**config.mk**
```make
export PLATFORM = sky130hd
export DESIGN_NAME = decode_issue_stage_flat
export DESIGN_NICKNAME = d
export VERILOG_FILES = /design/src/rtl/decode_issue_stage_if.sv /design/src/rtl/decode_issue_stage.sv /design/src/flat_wrapper.sv
export SDC_FILE = /design/constraint.sdc
export NUM_CORES = 1
export LEC_CHECK = 0
export ABC_AREA = 1
export CORE_MARGIN = 8
export CORE_UTILIZATION = 53
export DETAILED_ROUTE_END_ITERATION = 6
export PLACE_DENSITY = 0.88
export SYNTH_ARGS = -nofsm -noshare
export SYNTH_HDL_FRONTEND = slang
export SYNTH_SLANG_ARGS = --single-unit
```
**constraint.sdc**
```tcl
create_clock -name clk -period 4.4 [get_ports clk]
set_input_delay 0.88 -clock clk [delete_from_list [all_inputs] [get_ports clk]]
set_output_delay 0.88 -clock clk [all_outputs]
set_load 0.01 [all_outputs]
```
**src/rtl/decode_issue_stage_if.sv**
```systemverilog
// Fetch, issue, register-file read and writeback signals of the decode/issue stage.
// The bench (master) drives fetch/execute/writeback inputs; the stage (slave) drives the rest.
interface decode_issue_stage_if #(
  parameter int XLEN   = 32,
  parameter int REG_AW = 5
);
  logic              flush;
  logic              in_valid;
  logic              in_ready;
  logic [31:0]       in_instr;
  logic [XLEN-1:0]   in_pc;
  logic [REG_AW-1:0] rf_rs1;
  logic [REG_AW-1:0] rf_rs2;
  logic              out_valid;
  logic              out_ready;
  logic [XLEN-1:0]   out_pc;
  logic [6:0]        out_opcode;
  logic [2:0]        out_funct3;
  logic [6:0]        out_funct7;
  logic [REG_AW-1:0] out_rd;
  logic [XLEN-1:0]   out_imm;
  logic              out_writes_rd;
  logic              out_illegal;
  logic              wb_valid;
  logic [REG_AW-1:0] wb_rd;
  logic              stall_hazard;

  modport master (
    output flush, in_valid, in_instr, in_pc, out_ready, wb_valid, wb_rd,
    input  in_ready, rf_rs1, rf_rs2, out_valid, out_pc, out_opcode, out_funct3,
           out_funct7, out_rd, out_imm, out_writes_rd, out_illegal, stall_hazard
  );

  modport slave (
    input  flush, in_valid, in_instr, in_pc, out_ready, wb_valid, wb_rd,
    output in_ready, rf_rs1, rf_rs2, out_valid, out_pc, out_opcode, out_funct3,
           out_funct7, out_rd, out_imm, out_writes_rd, out_illegal, stall_hazard
  );
endinterface

```
**src/rtl/decode_issue_stage.sv**
```systemverilog
// Single-entry RV32I decode/issue stage with a register scoreboard.
// Holds one instruction and issues it once none of its operands or its rd is pending.
module decode_issue_stage #(
  parameter int XLEN   = 32,
  parameter int REG_AW = 5
) (
  input  logic clk,
  input  logic reset,
  decode_issue_stage_if.slave bus
);
  localparam int NREG = 2 ** REG_AW;

  typedef enum logic [2:0] {FMT_R, FMT_I, FMT_S, FMT_B, FMT_U, FMT_J} fmt_e;

  logic              hold_valid;
  logic [31:0]       hold_instr;
  logic [XLEN-1:0]   hold_pc;
  logic [NREG-1:0]   sb;

  fmt_e              fmt;
  logic              uses_rs1, uses_rs2, writes_rd, illegal;
  logic [31:0]       imm32;
  logic [REG_AW-1:0] rs1, rs2, rd;
  logic              hazard, issue, accept;

  assign rs1 = hold_instr[19:15];
  assign rs2 = hold_instr[24:20];
  assign rd  = hold_instr[11:7];

  always_comb begin
    fmt       = FMT_I;
    uses_rs1  = 1'b0;
    uses_rs2  = 1'b0;
    writes_rd = 1'b0;
    illegal   = 1'b0;
    case (hold_instr[6:0])
      7'b0110111, 7'b0010111: begin fmt = FMT_U; writes_rd = 1'b1; end
      7'b1101111:             begin fmt = FMT_J; writes_rd = 1'b1; end
      7'b1100111, 7'b0000011, 7'b0010011: begin
        fmt = FMT_I; uses_rs1 = 1'b1; writes_rd = 1'b1;
      end
      // FENCE/SYSTEM read rs1 like I-type but never commit a register write
      7'b0001111, 7'b1110011: begin fmt = FMT_I; uses_rs1 = 1'b1; end
      7'b0100011: begin fmt = FMT_S; uses_rs1 = 1'b1; uses_rs2 = 1'b1; end
      7'b1100011: begin fmt = FMT_B; uses_rs1 = 1'b1; uses_rs2 = 1'b1; end
      7'b0110011: begin
        fmt = FMT_R; uses_rs1 = 1'b1; uses_rs2 = 1'b1; writes_rd = 1'b1;
      end
      default: illegal = 1'b1;
    endcase
    if (rd == '0) writes_rd = 1'b0;
  end

  always_comb begin
    imm32 = '0;
    case (fmt)
      FMT_I: imm32 = {{20{hold_instr[31]}}, hold_instr[31:20]};
      FMT_S: imm32 = {{20{hold_instr[31]}}, hold_instr[31:25], hold_instr[11:7]};
      FMT_B: imm32 = {{19{hold_instr[31]}}, hold_instr[31], hold_instr[7],
                      hold_instr[30:25], hold_instr[11:8], 1'b0};
      FMT_U: imm32 = {hold_instr[31:12], 12'b0};
      FMT_J: imm32 = {{11{hold_instr[31]}}, hold_instr[31], hold_instr[19:12],
                      hold_instr[20], hold_instr[30:21], 1'b0};
      default: imm32 = '0;
    endcase
    if (illegal) imm32 = '0;
  end

  // x0 is masked explicitly so a stray scoreboard bit can never stall on it
  assign hazard = (uses_rs1  && rs1 != '0 && sb[rs1]) ||
                  (uses_rs2  && rs2 != '0 && sb[rs2]) ||
                  (writes_rd && sb[rd]);

  assign bus.stall_hazard  = reset & hold_valid & hazard;
  assign bus.out_valid     = reset & hold_valid & ~hazard & ~bus.flush;
  assign bus.in_ready      = reset & ~bus.flush & (~hold_valid | (bus.out_valid & bus.out_ready));
  assign issue             = bus.out_valid & bus.out_ready;
  assign accept            = bus.in_valid & bus.in_ready;

  assign bus.rf_rs1        = rs1;
  assign bus.rf_rs2        = rs2;
  assign bus.out_pc        = hold_pc;
  assign bus.out_opcode    = hold_instr[6:0];
  assign bus.out_funct3    = hold_instr[14:12];
  assign bus.out_funct7    = hold_instr[31:25];
  assign bus.out_rd        = rd;
  assign bus.out_imm       = XLEN'(signed'(imm32));
  assign bus.out_writes_rd = writes_rd;
  assign bus.out_illegal   = illegal;

  always_ff @(posedge clk) begin
    if (!reset) begin
      hold_valid <= 1'b0;
      hold_instr <= '0;
      hold_pc    <= '0;
      sb         <= '0;
    end else begin
      if (bus.flush)   hold_valid <= 1'b0;
      else if (accept) begin
        hold_valid <= 1'b1;
        hold_instr <= bus.in_instr;
        hold_pc    <= bus.in_pc;
      end else if (issue) hold_valid <= 1'b0;
      // set is applied after clear so a same-cycle set on the same register wins
      if (bus.wb_valid && bus.wb_rd != '0) sb[bus.wb_rd] <= 1'b0;
      if (issue && writes_rd)              sb[rd]        <= 1'b1;
    end
  end
endmodule
```
**src/flat_wrapper.sv**
```systemverilog
// flat-port wrapper written by rule: the top's interface ports become plain ports
module decode_issue_stage_flat 
#(
  parameter int XLEN   = 32,
  parameter int REG_AW = 5
)
  (clk, reset, bus_flush, bus_in_valid, bus_in_instr, bus_in_pc, bus_out_ready, bus_wb_valid, bus_wb_rd, bus_in_ready, bus_rf_rs1, bus_rf_rs2, bus_out_valid, bus_out_pc, bus_out_opcode, bus_out_funct3, bus_out_funct7, bus_out_rd, bus_out_imm, bus_out_writes_rd, bus_out_illegal, bus_stall_hazard);
  decode_issue_stage_if #(.XLEN(XLEN), .REG_AW(REG_AW)) bus_i ();
  input  logic clk;
  input  logic reset;
  input wire logic [$bits(bus_i.flush)-1:0] bus_flush;
  input wire logic [$bits(bus_i.in_valid)-1:0] bus_in_valid;
  input wire logic [$bits(bus_i.in_instr)-1:0] bus_in_instr;
  input wire logic [$bits(bus_i.in_pc)-1:0] bus_in_pc;
  input wire logic [$bits(bus_i.out_ready)-1:0] bus_out_ready;
  input wire logic [$bits(bus_i.wb_valid)-1:0] bus_wb_valid;
  input wire logic [$bits(bus_i.wb_rd)-1:0] bus_wb_rd;
  output wire logic [$bits(bus_i.in_ready)-1:0] bus_in_ready;
  output wire logic [$bits(bus_i.rf_rs1)-1:0] bus_rf_rs1;
  output wire logic [$bits(bus_i.rf_rs2)-1:0] bus_rf_rs2;
  output wire logic [$bits(bus_i.out_valid)-1:0] bus_out_valid;
  output wire logic [$bits(bus_i.out_pc)-1:0] bus_out_pc;
  output wire logic [$bits(bus_i.out_opcode)-1:0] bus_out_opcode;
  output wire logic [$bits(bus_i.out_funct3)-1:0] bus_out_funct3;
  output wire logic [$bits(bus_i.out_funct7)-1:0] bus_out_funct7;
  output wire logic [$bits(bus_i.out_rd)-1:0] bus_out_rd;
  output wire logic [$bits(bus_i.out_imm)-1:0] bus_out_imm;
  output wire logic [$bits(bus_i.out_writes_rd)-1:0] bus_out_writes_rd;
  output wire logic [$bits(bus_i.out_illegal)-1:0] bus_out_illegal;
  output wire logic [$bits(bus_i.stall_hazard)-1:0] bus_stall_hazard;
  assign bus_i.flush = bus_flush;
  assign bus_i.in_valid = bus_in_valid;
  assign bus_i.in_instr = bus_in_instr;
  assign bus_i.in_pc = bus_in_pc;
  assign bus_i.out_ready = bus_out_ready;
  assign bus_i.wb_valid = bus_wb_valid;
  assign bus_i.wb_rd = bus_wb_rd;
  assign bus_in_ready = bus_i.in_ready;
  assign bus_rf_rs1 = bus_i.rf_rs1;
  assign bus_rf_rs2 = bus_i.rf_rs2;
  assign bus_out_valid = bus_i.out_valid;
  assign bus_out_pc = bus_i.out_pc;
  assign bus_out_opcode = bus_i.out_opcode;
  assign bus_out_funct3 = bus_i.out_funct3;
  assign bus_out_funct7 = bus_i.out_funct7;
  assign bus_out_rd = bus_i.out_rd;
  assign bus_out_imm = bus_i.out_imm;
  assign bus_out_writes_rd = bus_i.out_writes_rd;
  assign bus_out_illegal = bus_i.out_illegal;
  assign bus_stall_hazard = bus_i.stall_hazard;
  decode_issue_stage #(.XLEN(XLEN), .REG_AW(REG_AW)) u_core (.clk(clk), .reset(reset), .bus(bus_i));
endmodule
```
==> results.ini, run 1 <==
[critical_path]
startpoint_type=flip-flop
cp_top_family=simple AND/OR/NAND/NOR gates
slowest_delay_ns=0.56
cp.arrival_ns=3.08
path_max_fanout=25
critical_path_buf_inv_count=4
worst_setup_path_end_kind=primary output
cp.required_ns=3.52
slowest_stage=nor2_1
r2r_start=u_core.hold_instr[20]
criticalPathCategory=reg -> out
rrSetupSlack_ns=1.15
r2r-end=u_core.sb[26]
path_cells=inv_1, nand2_1, nor2_1, nand3_1, o21ai_0, a21oi_1, nand2_1, nor2_1, nor2_1, buf_4, nand2_1, inv_1, clkdlybuf4s50_1
rr_worst_depth=15

[status]
outcome=finished clean

[floorplan]
core_area_um2=11960
chipWidth_um=126.6
initial_core_util_pct=54.25
die-area_um2=16040
rows=40
fp.dieH_um=126.6
io_pins=176

[layout]
area_delta_synth_final_pct=29.83
nets=1348
area.sequential_um2=1942
fillCellCount=1030
final_cells=1425
final_cell_mix=nand2_1 (297), inv_1 (230), clkdlybuf4s50_1 (173)
drive_above_1_share_pct=6.338
utilization_pct=70.43
multi_input_area_um2=3218
final_common_cell=nand2_1
diodes=0

[timing]
finalSetupViolCount=0
holdWs_ns=0.4851
worst_pin_slew_ns=1.138
fin_crit_sh_pct=90.08
hold_viol=0
maxSlewHeadroom_pct=24.14
setup_tns_ns=0
fmax_mhz=252.3
grt_setup_unrepaired=no
period_minus_slack_ns=3.963
clock-skew-final_ns=0.007321
maxSlewViolCount=0

[clock_tree]
cts_buffer_depth=2
cts_tree=yes
numCtsBuffers=9
cts.sinks=97
clk_pin_slew_worst_paths_ns=0.07
htreeDepth=3
hold_buffers=0
root_buffer=clkbuf_16
cts.repair.resized=0
worstSkewPairLatency_ns=0.36
cts_setup_buffers=0

[global_routing]
grt_max_degree=66
grt_pass1_wl_um=34720
antenna_found_initial=0
grt.total_usage_pct=26.62
grt-ovfl-total=0
first_global_vias=6856

[synth]
yosysWarningCount=0
synthFlopType=dfxtp_1
synthCells=1139
ys_seq_area_share_pct=29.93
synth_edf_count=0
yosysUniqueCellTypes=25
netlist_area_um2=6489
synthArstFlopShare_pct=0
synth.area.top_cells=dfxtp_1 (30%), nand2_1 (17%), inv_1 (13%)
post-synth-top-area-fraction_pct=29.93
post-synth-top-area-cell=dfxtp_1
ys_ff_latch=97
synth.net_count=1214
synth_area_per_cell_um2=5.697

[drt]
vias_per_cell=5.244
vias=7473
drt-initial-drc-count=663
drc=0
ant_nets=0
drt-pass1-iter-count=7
finalWirelength_um=21680
drt-wirelength-per-cell_um=15.21

[placed_design]
hpwl_um=15700
io_buffers=175
dp_cells=1409
gp_congestion=0.9635

[flow_run]
max-cap-violations=0

[power]
power_density_nw_per_um2=259.4
peakVddDrop_mv=0.3489
total_power_mw=2.185
cellLeakagePower_nw=4.077

[worst_hold_path]
hold_depth=2
hold_start=u_core.sb[0]
holdPathEnd=u_core.sb[0]
hold_path_class=reg -> reg

==> registers in the layout (all words and copies together), names as in the netlist <==
name,cells
u_core.bus.out_pc,32
u_core.hold_instr,32
u_core.hold_valid,1
u_core.sb,32
==> stage by stage <==
stage,setup slack (ns),instance area [um2]
after floorplan,1.587,6489
after global placement,1.013,8129
after detailed placement,0.9515,8129
after CTS,0.5286,8424
after global routing,0.2135,8424
final,0.4366,8424
==> metal layers <==
layer | vias up | wire length (um) | GRT usage, %
li1 | 3715 | - | -
met1 | 3328 | 8546 | 30.85
met3 | 61 | 2297 | 9.300
met4 | 0 | 798 | 11.32
met2 | 369 | 10030 | 43.71
met5 | - | 0 | 0
==> final cells by class <==
cell class              count  share of cell area, %
multi-input cells         724                  38.20
flip-flops and latches     97                  23.05
repair buffers            183                  21.54
inverters                 258                  11.53
clock buffers              11                  2.763
well taps                 147                  2.183
clock inverters             5                 0.7426
==> worst max path at each step <==
stage	start	end	slack, ns	depth (start not counted)
detailed placement	u_core.hold_instr[4]	bus_out_imm[3]	0.95	13
finish	u_core.hold_instr[4]	bus_out_imm[3]	0.44	13
floorplan	u_core.hold_instr[4]	bus_out_imm[0]	1.59	12
CTS	u_core.hold_instr[4]	bus_out_imm[3]	0.53	13
global placement	u_core.hold_instr[4]	bus_out_imm[3]	1.01	13
global route	u_core.hold_instr[20]	bus_in_ready	0.21	15
==> worst min-delay path: cells and delay by family (launching register included) <==
kind	cells	cell delay [ns]
buf+inv	1	0.04
flops	1	0.33
simple gates	1	0.07
==> cells in the mapped netlist (2+ instances only) <==
cell	number
nand3_2	2
nand2_1	297
dfxtp_1	97
nand3_1	66
nor2_1	145
nor3_1	18
a21oi_1	37
buf_2	7
inv_2	27
or2_2	2
o21ai_0	61
buf_6	9
nand2_2	23
o22ai_1	4
clkbuf_1	23
inv_1	230
buf_1	4
nand4_1	64
buf_4	17
==> power by group <==
part / switching (mW) / leakage, nW / internal (mW)
combinational: 0.232 / 3.15 / 0.188
sequential: 0.0321 / 0.789 / 0.909
clock: 0.377 / 0.142 / 0.447
==> logic make-up (layout without fill, tap and decap cells) <==
family                 count (synthesis)  in the layout  share of synthesized area (%)
AND/OR/NAND/NOR                      619            619                          41.21
buffers and inverters                318            457                          20.59
flip-flops                            97             97                          29.93
AO/OA/AOI/OAI                        105            105                          8.272
(Power assumes the default switching activity.)
==> run 2, diff against run 1 <==
--- a/config.mk
+++ b/config.mk
@@ -10,6 +10,7 @@
 export CORE_UTILIZATION = 53
 export DETAILED_ROUTE_END_ITERATION = 6
 export PLACE_DENSITY = 0.88
+export RECOVER_POWER = 25
 export SYNTH_ARGS = -nofsm -noshare
 export SYNTH_HDL_FRONTEND = slang
 export SYNTH_SLANG_ARGS = --single-unit
==> run 2 against run 1 <==
Net effect: the run now ends with capacitance limit, slew limit left; wire length fell by 0.13%; clock skew is 0.00074 ns lower; worst setup slack gained 0.015 ns; fmax rose by 0.39%; sequential power hardly changed; non-clock buffer count unchanged; cell count unchanged; core utilization is essentially flat; sequential cell count unchanged; sequential share of layout area about the same; count of clock-buffer cells in the layout did not move.
==> results.ini, run 2 (synthesis gave the netlist of run 1 again) <==
[drt]
drt-initial-drc-count=746  ; +13%
drt-pass1-iter-count=5  ; -2
vias=7449  ; -0.32%
drc=0  ; unchanged
drt-wirelength-per-cell_um=15.19  ; -0.13%
finalWirelength_um=21650  ; -0.13%
ant_nets=0  ; unchanged
vias_per_cell=5.227  ; -0.32%

[power]
peakVddDrop_mv=0.3502  ; +0.38%
switching_power_mw=0.6397  ; -0.17%
total_power_mw=2.179  ; -0.31%
cellLeakagePower_nw=4.215  ; +3.4%
p_seq_share_pct=43.1  ; about the same
combPwrFrac_pct=19.0  ; -0.2 points
power_density_nw_per_um2=258.7  ; -0.26%
pwr-share-clk_pct=37.9  ; +0.2 points
internal_power_mw=1.539  ; -0.36%
p_sw_share_pct=29.36  ; +0.040 points

[clock_tree]
cts_setup_buffers=0  ; unchanged
worstSkewPairLatency_ns=0.36  ; about the same
cts.repair.resized=0  ; unchanged
hold_buffers=0  ; unchanged
cts.sinks=97  ; unchanged
clk_pin_slew_worst_paths_ns=0.07  ; about the same
root_buffer=clkbuf_16
numCtsBuffers=9  ; unchanged
cts_buffer_depth=2  ; unchanged
cts_tree=yes
htreeDepth=3  ; unchanged

[critical_path]
cp.arrival_ns=3.07  ; about the same
cp.required_ns=3.52  ; about the same
r2r_start=u_core.hold_instr[20]
path_max_fanout=25  ; unchanged
criticalPathCategory=reg -> out
startpoint=u_core.hold_instr[4]
startpoint_type=flip-flop
rrSetupSlack_ns=1.14  ; about the same
rr_worst_depth=15  ; unchanged
endpoint=bus_out_imm[3]
r2r-end=u_core.sb[17]
worst_setup_path_end_kind=primary output

[placed_design]
hpwl_um=15700  ; unchanged
dp_slack_ns=0.9515  ; unchanged
io_buffers=175  ; unchanged
placed_cell_area_um2=8129  ; unchanged
gp_congestion=0.9635  ; unchanged

[timing]
worst_pin_slew_ns=2.564  ; +1.426 ns
finalSetupViolCount=0  ; unchanged
hold_viol=0  ; unchanged
maxSlewViolCount=59  ; +59
grt_setup_unrepaired=no
period_minus_slack_ns=3.948  ; -0.01532 ns
fmax_mhz=253.3  ; +0.39%
setup_tns_ns=0  ; unchanged
maxSlewHeadroom_pct=-70.91  ; -95 points
clock-skew-final_ns=0.006580  ; -0.0007408 ns
fin_crit_sh_pct=89.73  ; -0.35 points
fin_ws_ns=0.4519  ; +0.01531 ns

[layout]
nets=1348  ; unchanged
drive_above_1_share_pct=6.260  ; -0.078 points
diodes=0  ; unchanged
area_delta_synth_final_pct=29.77  ; about the same
final_common_cell=nand2_1
utilization_pct=70.40  ; about the same
finalInstanceArea_um2=8421  ; about the same
final_cell_mix=nand2_1 (297), inv_1 (230), nor2_1 (144)

[floorplan]
rows=40  ; unchanged
io_pins=176  ; unchanged
fp.dieH_um=126.6  ; unchanged
core_area_um2=11960  ; unchanged
initial_core_util_pct=54.25  ; unchanged
die-area_um2=16040  ; unchanged
chipWidth_um=126.6  ; unchanged

[global_routing]
grt-ovfl-total=0  ; unchanged
first_global_vias=6856  ; unchanged
antenna_found_initial=0  ; unchanged
grt.total_usage_pct=26.62  ; unchanged
grt_max_degree=66  ; unchanged
grt_pass1_wl_um=34720  ; unchanged

[status]
outcome=finished with violations
violations=capacitance limit, slew limit

[worst_hold_path]
hold_path_class=reg -> reg

[flow_run]
max-cap-violations=1  ; +1

## run 2: how the worst min path moves through the flow
stage / startpoint / to / slack (ns) / cells after the start
global route: u_core.sb[0] / u_core.sb[0] / 0.50 / 2
CTS: u_core.sb[0] / u_core.sb[0] / 0.48 / 2
global placement: u_core.sb[0] / u_core.sb[0] / 0.44 / 2
finish: u_core.sb[0] / u_core.sb[0] / 0.49 / 2
detailed placement: u_core.sb[0] / u_core.sb[0] / 0.44 / 2
floorplan: u_core.sb[0] / u_core.sb[0] / 0.41 / 2
## run 2: metrics by stage
step | hold slack [ns] | std cells
after floorplan | 0.4080 | 1139
after global placement | 0.4443 | 1409
after detailed placement | 0.4448 | 1409
after CTS | 0.4770 | 1425
after global routing | 0.5037 | 1425
final | 0.4879 | 1425
## run 2: worst max-delay path, cell delays in order, from the launching register on
cell and delay (ns):
dfxtp_1 0.34, inv_1 0.09, nand2_1 0.12, nor2_1 0.07
nand3_1 0.07, o21ai_0 0.16, a21oi_1 0.16, nand2_1 0.14
nor2_1 0.56, nor2_1 0.09, buf_4 0.24, nand2_1 0.12
inv_1 0.05, clkdlybuf4s50_1 0.50
## run 2: power by group through the flow
| stage | Sequential, mW | Combinational [mW] | Clock, mW |
|---|---|---|---|
| global placement | 0.958 | 0.410 | 0 |
| floorplan | 0.964 | 0.231 | 0 |
| detailed placement | 0.960 | 0.415 | 0 |
| finish | 0.940 | 0.414 | 0.825 |
| global route | 0.943 | 0.463 | 0.858 |
| CTS | 0.940 | 0.418 | 0.827 |
## run 2: layout make-up
type / instances / area [um2]
Fill cell: 1030 / 3541
Multi-Input combinational cell: 724 / 3218
Sequential cell: 97 / 1942
Timing Repair Buffer: 183 / 1810
Inverter: 258 / 970.9
Clock buffer: 11 / 232.7
Tap cell: 147 / 183.9
Clock inverter: 5 / 62.56
## run 2: per-layer routing
metal  track usage, %  share of wire [%]  vias to the layer above
met1            30.85                 40                     3301
met2            43.71                 46                      370
met3            9.300                 11                       57
met5                0                  0                        -
met4            11.32                3.6                        0
li1                 -                  -                     3721
==> run 3, diff against run 2 <==
--- a/config.mk
+++ b/config.mk
@@ -5,9 +5,8 @@
 export SDC_FILE = /design/constraint.sdc
 export NUM_CORES = 1
 export LEC_CHECK = 0
-export ABC_AREA = 1
 export CORE_MARGIN = 8
-export CORE_UTILIZATION = 53
+export CORE_UTILIZATION = 51
 export DETAILED_ROUTE_END_ITERATION = 6
 export PLACE_DENSITY = 0.88
 export RECOVER_POWER = 25
==> run 3 against run 2 <==
Net effect: the run still ends with capacitance limit, slew limit left; combinational power shrank 20%; critical endpoint is now bus_in_ready; worst hold slack lost 0.038 ns; cell count shrank 35%; critical path type unchanged; via count shrank 22%; highest routed layer unchanged; global-route usage shrank 0.49 points; count of clock-buffer cells in the layout shrank 1; largest cell class unchanged; die area shrank 8.9%; final area shrank 11%; sequential share of layout area grew 2.9 points; fmax shrank 5.0%; synthesized area shrank 14%.
==> results.ini, run 3 <==
[synth]
ys_seq_area_share_pct=34.64  ; +4.7 points
synthCells=654  ; -43%
synth_area_per_cell_um2=8.573  ; +50%
synth_top_family_by_area=compound AO/OA/AOI/OAI gates
synth_mux_area_share_pct=9.864  ; +9.9 points
synth.area.top_cells=dfxtp_1 (35%), o211ai_1 (12%), nand2_1 (6.5%)
synth_common_cells=dfxtp_1 (97), nand2_1 (97), o211ai_1 (92)
synth_adder_area_share_pct=0  ; unchanged
synth_edf_count=0  ; unchanged
synthFlopType=dfxtp_1
ys_ff_latch=97  ; unchanged
synth_compound_area_share_pct=30.46  ; +22 points
post-synth-top-area-fraction_pct=34.64  ; +4.7 points
post-synth-top-area-cell=dfxtp_1
synth_xor_area_share_pct=0  ; unchanged
synth.net_count=729  ; -40%
netlist_area_um2=5607  ; -14%
yosys.area_share.simple_pct=18.46  ; -23 points
synthArstFlopShare_pct=0  ; unchanged
yosysWarningCount=0  ; unchanged
yosysUniqueCellTypes=56  ; +120%

[floorplan]
fp.dieH_um=120.9  ; -4.6%
core_area_um2=10790  ; -9.8%
initial_core_util_pct=51.95  ; -2.3 points
io_pins=176  ; unchanged
rows=38  ; -5.0%
chipWidth_um=120.9  ; -4.6%
die-area_um2=14600  ; -8.9%

[critical_path]
slowest_delay_ns=0.66  ; +0.10 ns
startpoint_type=flip-flop
cp_top_family=simple AND/OR/NAND/NOR gates
path_max_fanout=15  ; -40%
path_cells=or2_2, nor4_1, a2111oi_0, and4_1, a2111oi_4, nor2_1, nor2b_1, clkdlybuf4s50_1
worst_setup_path_end_kind=primary output
cp.arrival_ns=3.28  ; +0.21 ns
slowest_stage=dfxtp_1
critical_path_buf_inv_count=1  ; -3
cp.required_ns=3.52  ; about the same
criticalPathCategory=reg -> out

[drt]
vias_per_cell=6.231  ; +19%
vias=5795  ; -22%
drc=0  ; unchanged
drt-initial-drc-count=545  ; -27%
ant_nets=0  ; unchanged
drt-wirelength-per-cell_um=21.22  ; +40%
finalWirelength_um=19730  ; -8.8%
drt-pass1-iter-count=5  ; unchanged

[status]
outcome=finished with violations
violations=capacitance limit, slew limit

[layout]
area_delta_synth_final_pct=33.43
fillCellCount=863  ; -16%
multi_input_area_um2=3299  ; +2.5%
drive_above_1_share_pct=11.52  ; +5.3 points
diodes=0  ; unchanged
final_cell_mix=clkdlybuf4s50_1 (126), nand2_1 (97), dfxtp_1 (96)
area.sequential_um2=1943  ; about the same
final_common_cell=clkdlybuf4s50_1
nets=861  ; -36%
utilization_pct=69.31  ; -1.1 points

[clock_tree]
cts_setup_buffers=0  ; unchanged
clk_pin_slew_worst_paths_ns=0.09  ; +0.02 ns
root_buffer=clkbuf_8
htreeDepth=3  ; unchanged
numCtsBuffers=9  ; unchanged
cts_tree=yes
cts_buffer_depth=2  ; unchanged
cts.sinks=97  ; unchanged
worstSkewPairLatency_ns=0.38  ; +0.02 ns

[global_routing]
first_global_vias=5769  ; -16%
grt-ovfl-total=0  ; unchanged
grt_pass1_wl_um=30850  ; -11%
grt.total_usage_pct=26.13  ; -0.49 points
grt_max_degree=99  ; +50%
antenna_found_initial=0  ; unchanged

[timing]
worst_pin_slew_ns=1.938  ; -0.6258 ns
fmax_mhz=240.5  ; -5.0%
clock-skew-final_ns=0.01001  ; +0.003429 ns
fin_crit_sh_pct=94.50  ; +4.8 points
maxSlewViolCount=99  ; +68%
finalSetupViolCount=0  ; unchanged
grt_setup_unrepaired=no
hold_viol=0  ; unchanged
setup_tns_ns=0  ; unchanged
maxSlewHeadroom_pct=-29.19  ; +42 points
period_minus_slack_ns=4.158  ; +0.2097 ns
holdWs_ns=0.4502  ; -0.03767 ns

[placed_design]
gp_congestion=0.9762  ; +1.3%
io_buffers=175  ; unchanged
hpwl_um=14160  ; -9.9%

[flow_run]
max-cap-violations=1  ; unchanged

[power]
switching_power_mw=0.5353  ; -16%
combPwrFrac_pct=17.6  ; -1.4 points
power_density_nw_per_um2=250.1  ; -3.3%
pwr-share-clk_pct=31.4  ; -6.5 points
internal_power_mw=1.336  ; -13%
peakVddDrop_mv=0.1712  ; -51%
cellLeakagePower_nw=2.532  ; -40%
p_sw_share_pct=28.61  ; -0.75 points
p_seq_share_pct=51.0  ; +7.9 points

[worst_hold_path]
hold_path_class=reg -> reg

-- run 3: changes by cell type after synthesis, sizes merged, moves of 56 or more --
cell	change
nand3	-56
nor2	-125
inv	-252
nand4	-61
nand2	-224
o211ai	+92
-- run 3: layer usage --
layer / track usage (%) / wire length, um / up-vias
met4: 9.836 / 603 / 0
met1: 32.54 / 7867 / 2715
met2: 40.59 / 9057 / 333
met3: 9.353 / 2204 / 52
li1: - / - / 2695
met5: 0 / 0 / -
-- run 3: what timing repair did --
action	CTS	global route
setup endpoints to repair	0	5
hold buffers	0	0
resized for setup	0	2
endpoints found under the hold margin	0	0
-- run 3: cells by family (layout without fill, tap and decap cells) --
group,Yosys count,after routing
AO/OA/AOI/OAI,242,242
AND/OR/NAND/NOR,204,204
buffers and inverters,75,211
multiplexers,36,36
flip-flops,97,97
-- run 3: worst register-to-register path, cell delays in order, from the launching register on --
cell       delay (ns)
dfxtp_1          0.66
buf_4            0.29
mux2i_1          0.21
nand4b_1         0.11
a31o_1           0.24
and4_1           0.25
a2111oi_4        0.33
buf_4            0.60
o21a_2           0.52
buf_4            0.39
o21ai_1          0.14
-- run 3: cell type report --
type                            count  share of cell area (%)
Tap cell                          140                   2.342
Multi-Input combinational cell    482                   44.10
Clock inverter                      5                  0.7526
Timing Repair Buffer              190                   24.82
Sequential cell                    97                   25.97
Clock buffer                       10                   1.706
Inverter                            6                  0.3011
-- run 3: worst paths after layout --
kind | from | to | slack (ns) | depth (start not counted)
worst max register to register | u_core.hold_instr[8] | u_core.bus.out_pc[3] | 0.57 | 10
worst max-delay path | u_core.hold_instr[8] | bus_in_ready | 0.24 | 8
worst min-delay path | u_core.bus.out_pc[23] | u_core.bus.out_pc[23] | 0.45 | 2
worst min register to register | u_core.bus.out_pc[23] | u_core.bus.out_pc[23] | 0.45 | 2
-- run 3: through the flow --
stage          instance area [um2]  power (mW)  cells  setup slack (ns)
2_1_floorplan                 5607       1.136    654             1.149
3_3_place_gp                  7297       1.303    915            0.6993
3_5_place_dp                  7297       1.311    915            0.5464
4_1_cts                       7481       1.882    930            0.1919
5_1_grt                       7481       1.939    930           0.02791
6_report                      7481       1.871    930            0.2422
-- run 3: power groups by stage --
stage / Combinational, mW / Sequential, mW / Clock (mW)
after floorplan: 0.169 / 0.967 / 0
after global placement: 0.330 / 0.973 / 0
after detailed placement: 0.336 / 0.975 / 0
after CTS: 0.338 / 0.955 / 0.590
after global routing: 0.354 / 0.960 / 0.625
final: 0.330 / 0.954 / 0.587
